[src/rtl/player_bullet_pkg.sv]
// Shared definitions for the player projectile engine: state encoding, ship
// geometry and screen borders common with the player module.
package player_bullet_pkg;

  typedef enum logic [2:0] {
    IDLE     = 3'b001,
    FLYING   = 3'b010,
    COOLDOWN = 3'b100
  } state_e;

  localparam int unsigned PLAYER_WIDTH      = 35;
  localparam int unsigned PLAYER_CENTER_OFS = 17;
  localparam int unsigned BULLET_WIDTH      = 2;
  localparam int unsigned BULLET_HEIGHT     = 8;

  localparam logic [9:0] SCREEN_LEFT   = 10'd0;
  localparam logic [9:0] SCREEN_RIGHT  = 10'd639;
  localparam logic [9:0] SCREEN_TOP    = 10'd0;
  localparam logic [9:0] SCREEN_BOTTOM = 10'd479;

  function automatic logic [9:0] bullet_spawn_x(input logic [9:0] pos_left);
    return pos_left + 10'(PLAYER_CENTER_OFS);
  endfunction

endpackage

[src/rtl/player_bullet_counter.sv]
// Generic up-counter with synchronous reset to a configurable value and an
// increment enable; used by the bullet engine for its cooldown count.
module counter #(
  parameter int unsigned           width_p     = 4,
  parameter logic [width_p-1:0]    reset_val_p = '0
) (
  input  logic               clk_i,
  input  logic               reset_i,
  input  logic               en_i,
  output logic [width_p-1:0] count_o
);

  logic [width_p-1:0] r_count;

  always_ff @(posedge clk_i) begin
    if (reset_i) begin
      r_count <= reset_val_p;
    end else if (en_i) begin
      r_count <= r_count + 1'b1;
    end
  end

  assign count_o = r_count;

endmodule

[src/rtl/player_bullet.sv]
// Player projectile engine: launches one bullet from the ship centre, moves it
// up once per frame, retires it at the top border or on collision.
// Optional post-retirement cooldown enabled by PLAYER_BULLET_COOLDOWN_EN.
module player_bullet
  import player_bullet_pkg::*;
#(
  parameter logic [11:0] color_p      = 12'b0000_1111_0000,
  parameter logic [9:0]  speed_p      = 10'd4,
  parameter logic [9:0]  spawn_y_p    = 10'd440,
  parameter logic [9:0]  top_border_p = 10'd8,
  parameter logic [3:0]  cooldown_p   = 4'd8
) (
  input  logic       clk_i,
  input  logic       reset_i,
  input  logic       frame_tick_i,
  input  logic       shoot_i,
  input  logic       alive_i,
  input  logic       freeze_i,
  input  logic [9:0] pos_left_i,
  input  logic       collide_i,
  output logic       active_o,
  output logic       fired_o,
  output logic [9:0] bullet_x_o,
  output logic [9:0] bullet_y_o,
  output logic [3:0] bullet_red_o,
  output logic [3:0] bullet_green_o,
  output logic [3:0] bullet_blue_o
);

  localparam logic [9:0] TOP_LIMIT = top_border_p + speed_p;

  state_e     r_state;
  logic       r_shoot_q;
  logic       r_active;
  logic       r_fired;
  logic [9:0] r_x;
  logic [9:0] r_y;

  logic w_launch;
  logic w_cancel;
  logic w_at_top;
  logic w_step;
  logic w_leave;

  // Border test precedes the subtract, so y can never wrap below zero.
  always_comb begin
    w_launch = 1'b0;
    w_cancel = 1'b0;
    w_at_top = 1'b0;
    w_step   = 1'b0;
    if (r_state == IDLE) begin
      w_launch = shoot_i & ~r_shoot_q & alive_i & ~freeze_i;
    end
    if (r_state == FLYING) begin
      w_cancel = ~alive_i | collide_i;
      if (!w_cancel && !freeze_i && frame_tick_i) begin
        w_at_top = (r_y < TOP_LIMIT);
        w_step   = ~w_at_top;
      end
    end
    w_leave = w_cancel | w_at_top;
  end

`ifdef PLAYER_BULLET_COOLDOWN_EN
  logic [3:0] w_cd_count;
  logic       w_cd_en;
  logic       w_cd_done;
  logic       w_cd_reset;

  assign w_cd_done  = (r_state == COOLDOWN) && (w_cd_count == cooldown_p);
  assign w_cd_en    = (r_state == COOLDOWN) & frame_tick_i & ~freeze_i & ~w_cd_done;
  assign w_cd_reset = reset_i | w_leave;

  counter #(
    .width_p     (4),
    .reset_val_p (4'd0)
  ) u_cooldown_cnt (
    .clk_i   (clk_i),
    .reset_i (w_cd_reset),
    .en_i    (w_cd_en),
    .count_o (w_cd_count)
  );

  localparam state_e RETIRE_STATE = COOLDOWN;
`else
  logic w_unused_cooldown;
  assign w_unused_cooldown = ^cooldown_p;

  localparam state_e RETIRE_STATE = IDLE;
`endif

  always_ff @(posedge clk_i) begin
    if (reset_i) begin
      r_state   <= IDLE;
      r_shoot_q <= 1'b0;
      r_active  <= 1'b0;
      r_fired   <= 1'b0;
      r_x       <= '0;
      r_y       <= '0;
    end else begin
      r_shoot_q <= shoot_i;
      r_fired   <= 1'b0;
      case (r_state)
        IDLE: begin
          if (w_launch) begin
            r_state  <= FLYING;
            r_active <= 1'b1;
            r_fired  <= 1'b1;
            r_x      <= bullet_spawn_x(pos_left_i);
            r_y      <= spawn_y_p;
          end
        end
        FLYING: begin
          if (w_leave) begin
            r_state  <= RETIRE_STATE;
            r_active <= 1'b0;
          end else if (w_step) begin
            r_y <= r_y - speed_p;
          end
        end
`ifdef PLAYER_BULLET_COOLDOWN_EN
        COOLDOWN: begin
          if (w_cd_done) begin
            r_state <= IDLE;
          end
        end
`endif
        default: begin
          r_state  <= IDLE;
          r_active <= 1'b0;
        end
      endcase
    end
  end

  assign active_o       = r_active;
  assign fired_o        = r_fired;
  assign bullet_x_o     = r_x;
  assign bullet_y_o     = r_y;
  assign bullet_red_o   = color_p[11:8];
  assign bullet_green_o = color_p[7:4];
  assign bullet_blue_o  = color_p[3:0];

endmodule

[config.mk]
export PLATFORM = sky130hd
export DESIGN_NAME = player_bullet
export DESIGN_NICKNAME = d
export VERILOG_FILES = /design/src/rtl/player_bullet_pkg.sv /design/src/rtl/player_bullet_counter.sv /design/src/rtl/player_bullet.sv
export SDC_FILE = /design/constraint.sdc
export NUM_CORES = 1
export LEC_CHECK = 0
export CAP_MARGIN = 10
export CORE_ASPECT_RATIO = 0.6
export CORE_MARGIN = 2
export CORE_UTILIZATION = 40
export CTS_CLUSTER_DIAMETER = 80
export DETAILED_ROUTE_END_ITERATION = 10
export PLACE_DENSITY = 0.87
export SLEW_MARGIN = 20
export SYNTH_ARGS = -nofsm -noshare
export SYNTH_HDL_FRONTEND = slang
export SYNTH_SLANG_ARGS = --single-unit
[constraint.sdc]
create_clock -name clk_i -period 2.2 [get_ports clk_i]
set_input_delay 0.33 -clock clk_i [delete_from_list [all_inputs] [get_ports clk_i]]
set_output_delay 0.33 -clock clk_i [all_outputs]
set_load 0.01 [all_outputs]
==> results by group <==
Run status
  • Status: completed

Synthesis
  • Count leader, synth: dfxtp_1
  • Main synth FF type: dfxtp_1
  • Seq/Total Area, Yosys: a little over a third
  • Dominant cell type by area after synthesis: dfxtp_1
  • Post-synth top cells: dfxtp_1 (22), buf_4 (14), nor2_1 (14)
  • Ys Warns: 0
  • Post-synthesis instance total: 141
  • Post-synth top area share: 36.3%
  • Post-synthesis cell type count: 38
  • Synthesized flop and latch total: 22
  • Area contributors post-synth: dfxtp_1 (36%), buf_4 (8.7%), a211oi_1 (4.3%)
  • Synthesized cell area: 1210 sq um
  • Avg Inst Size Synth: 8.60 sq um
  • Ys async rst share: 0%
  • EDFF count, synth: 0

Timing
  • RSZ-0062 raised after global routing: no
  • Fin. Hold Viols: 0
  • Clock skew: 0.00343 ns
  • Final slew viol count: 0
  • Achievable frequency: between 0.5 and 0.6 GHz
  • Fin crit period: 1.99 ns
  • Fin crit share: 90.4%
  • Final setup viols: 0

Layout
  • Fillers: 259
  • Nets: 205
  • Antenna cell count: 0
  • Post-route cell area: 1680 sq um
  • Layout cells sized above 1: between 10% and 20%
  • Finished Layout Cells: 226
  • Synthesis-to-layout area growth: 38.3%

Routing
  • Post-route ant nets: 0
  • Post-Route WL: 2700 um
  • Post-DR vias/cell: 4.79
  • DR WL/cell: approximately 12 um
  • Initial DRC count: 80
  • # DRC: 0
  • Via count: roughly 1100
  • Detailed Routing Iterations Pass 1: 4

Power and ir drop
  • Overall Power: 925 uW
  • PD cells: 552 nW/um^2
  • VDD IR max: ~0.3 mV
  • Static Leak: 0.000637 uW

Global route
  • Initial antenna violation count: 0
  • Global-route wire length before repair: 4370 um
  • Gr usage total: 17.0%
  • GR Overflow Total: 0
  • Vias in the first global route: 943
  • Largest net degree at the start of global routing: 22

Die
  • Die Y: 46.6 um
  • Die area: 3500 sq um
  • # rows: 15
  • Num ports: 51
  • Die X: 75.1 um
  • Starting density of the core: 42.2%
  • Core area: 2870 sq um

Clock tree
  • Clk slew on worst S/H paths: 0.08 ns
  • CTS tree: done
  • Number of CTS-inserted buffers: 3
  • Clock root buffer: clkbuf_8
  • CTS sink cnt: 22
  • Post-cts repair resize count: 0
  • Clk buf depth: 2
  • Post-CTS setup buffer count: 0
  • H-tree levels: 1
  • Hold Buf Count CTS: 0
  • Clock latency on the worst-skew pair: approximately 0.26 ns

Worst setup path
  • Reg2reg setup slack: 0.25 ns
  • CP Class: input port to register
  • Crit. End Element: register
  • Startpoint Class: input port
  • Worst EP required: 2.35 ns
  • Critical path peak fanout: 7
  • Worst Path Arrival: 2.14 ns

Place
  • Placer congestion estimate: between 0.8 and 0.9
  • Placed Cells: 222
  • Post-Place Cell Area: 1620 sq um
  • IO buf count: 36
  • Dpl hpwl: 2120 um

Hold path
  • Worst Hold Class: register to register

Run
  • MaxCap Viol Count: 0
## final timing paths
path	start	end	cells after the start
max reg2reg	bullet_y_o[5]	bullet_y_o[8]	6
min reg2reg	bullet_x_o[4]	bullet_x_o[4]	2
max	shoot_i	bullet_y_o[9]	6
min	bullet_x_o[4]	bullet_x_o[4]	2
## metrics by stage
| step | setup slack (ns) | TNS, ns | hold slack (ns) | util, % |
|---|---|---|---|---|
| floorplan | 0.347 | 0 | 0.426 | - |
| global placement | -0.0128 | -0.0128 | 0.444 | 56.5 |
| detailed placement | -0.0609 | -0.0678 | 0.455 | 56.5 |
| CTS | 0.222 | 0 | 0.465 | 58.4 |
| global route | 0.0974 | 0 | 0.492 | 58.4 |
| finish | 0.212 | 0 | 0.461 | 58.4 |
## cells by family after synthesis
| group | after synthesis | synth area share [%] |
|---|---|---|
| XOR/XNOR | 7 | 5.06 |
| adder cells (fa/ha/maj) | 3 | 3.10 |
| buffers and inverters | 25 | 12.1 |
| flip-flops | 22 | 36.3 |
| multiplexers | 1 | 1.24 |
| AND/OR/NAND/NOR | 50 | 23.4 |
| AO/OA/AOI/OAI | 31 | 18.2 |
| other | 2 | 0.619 |
## critical path, cell delays in order
cell and delay [ns]:
clkdlybuf4s50_1 0.46, nor3b_2 0.23, o21ai_1 0.12, a221o_2 0.41
nor4_2 0.27, mux2_4 0.32
## area by class of cell
type / instances / area, sq um / share of cell area, %
clock buffer: 4 / 55.1 / 3.28
timing repair buffer: 46 / 435 / 26.0
multi-input combinational: 106 / 671 / 40.0
tap: 42 / 52.6 / 3.13
sequential: 22 / 440 / 26.3
inverter: 6 / 22.5 / 1.34
## flip-flops by register name, summed over array words and instances, names as in the netlist
name / count
r_shoot_q: 1
bullet_y_o: 8
fired_o: 1
r_state: 2
bullet_x_o: 10
## layer usage
layer | vias to the layer above | part of all wire, % | GRT usage, %
met4 | 0 | 0.81 | 4.29
met3 | 2 | 5.7 | 4.81
met2 | 35 | 42 | 25.3
li1 | 562 | - | -
met1 | 484 | 52 | 24.1
met5 | - | 0 | 0
## power by group
part / internal, uW / switching (uW) / leakage (uW) / total (uW)
registers: 417 / 16.9 / 0.000179 / 434
clock network: 159 / 123 / 0.0000288 / 282
logic: 110 / 99.0 / 0.000429 / 209
## placed cells by master, fill, tap and decap left out, types with 3 or more instances in the layout
cell	n
inv_1	6
nand3_1	4
clkdlybuf4s50_1	36
nor3_1	7
xnor2_1	5
a31oi_1	3
conb_1	14
ha_1	3
o21ai_0	6
nand2_1	7
a21oi_1	3
dfxtp_1	22
buf_4	10
nor2_1	14
clkbuf_8	4
a211oi_1	7
or3_1	4
Power figures use the tool's default switching activity.
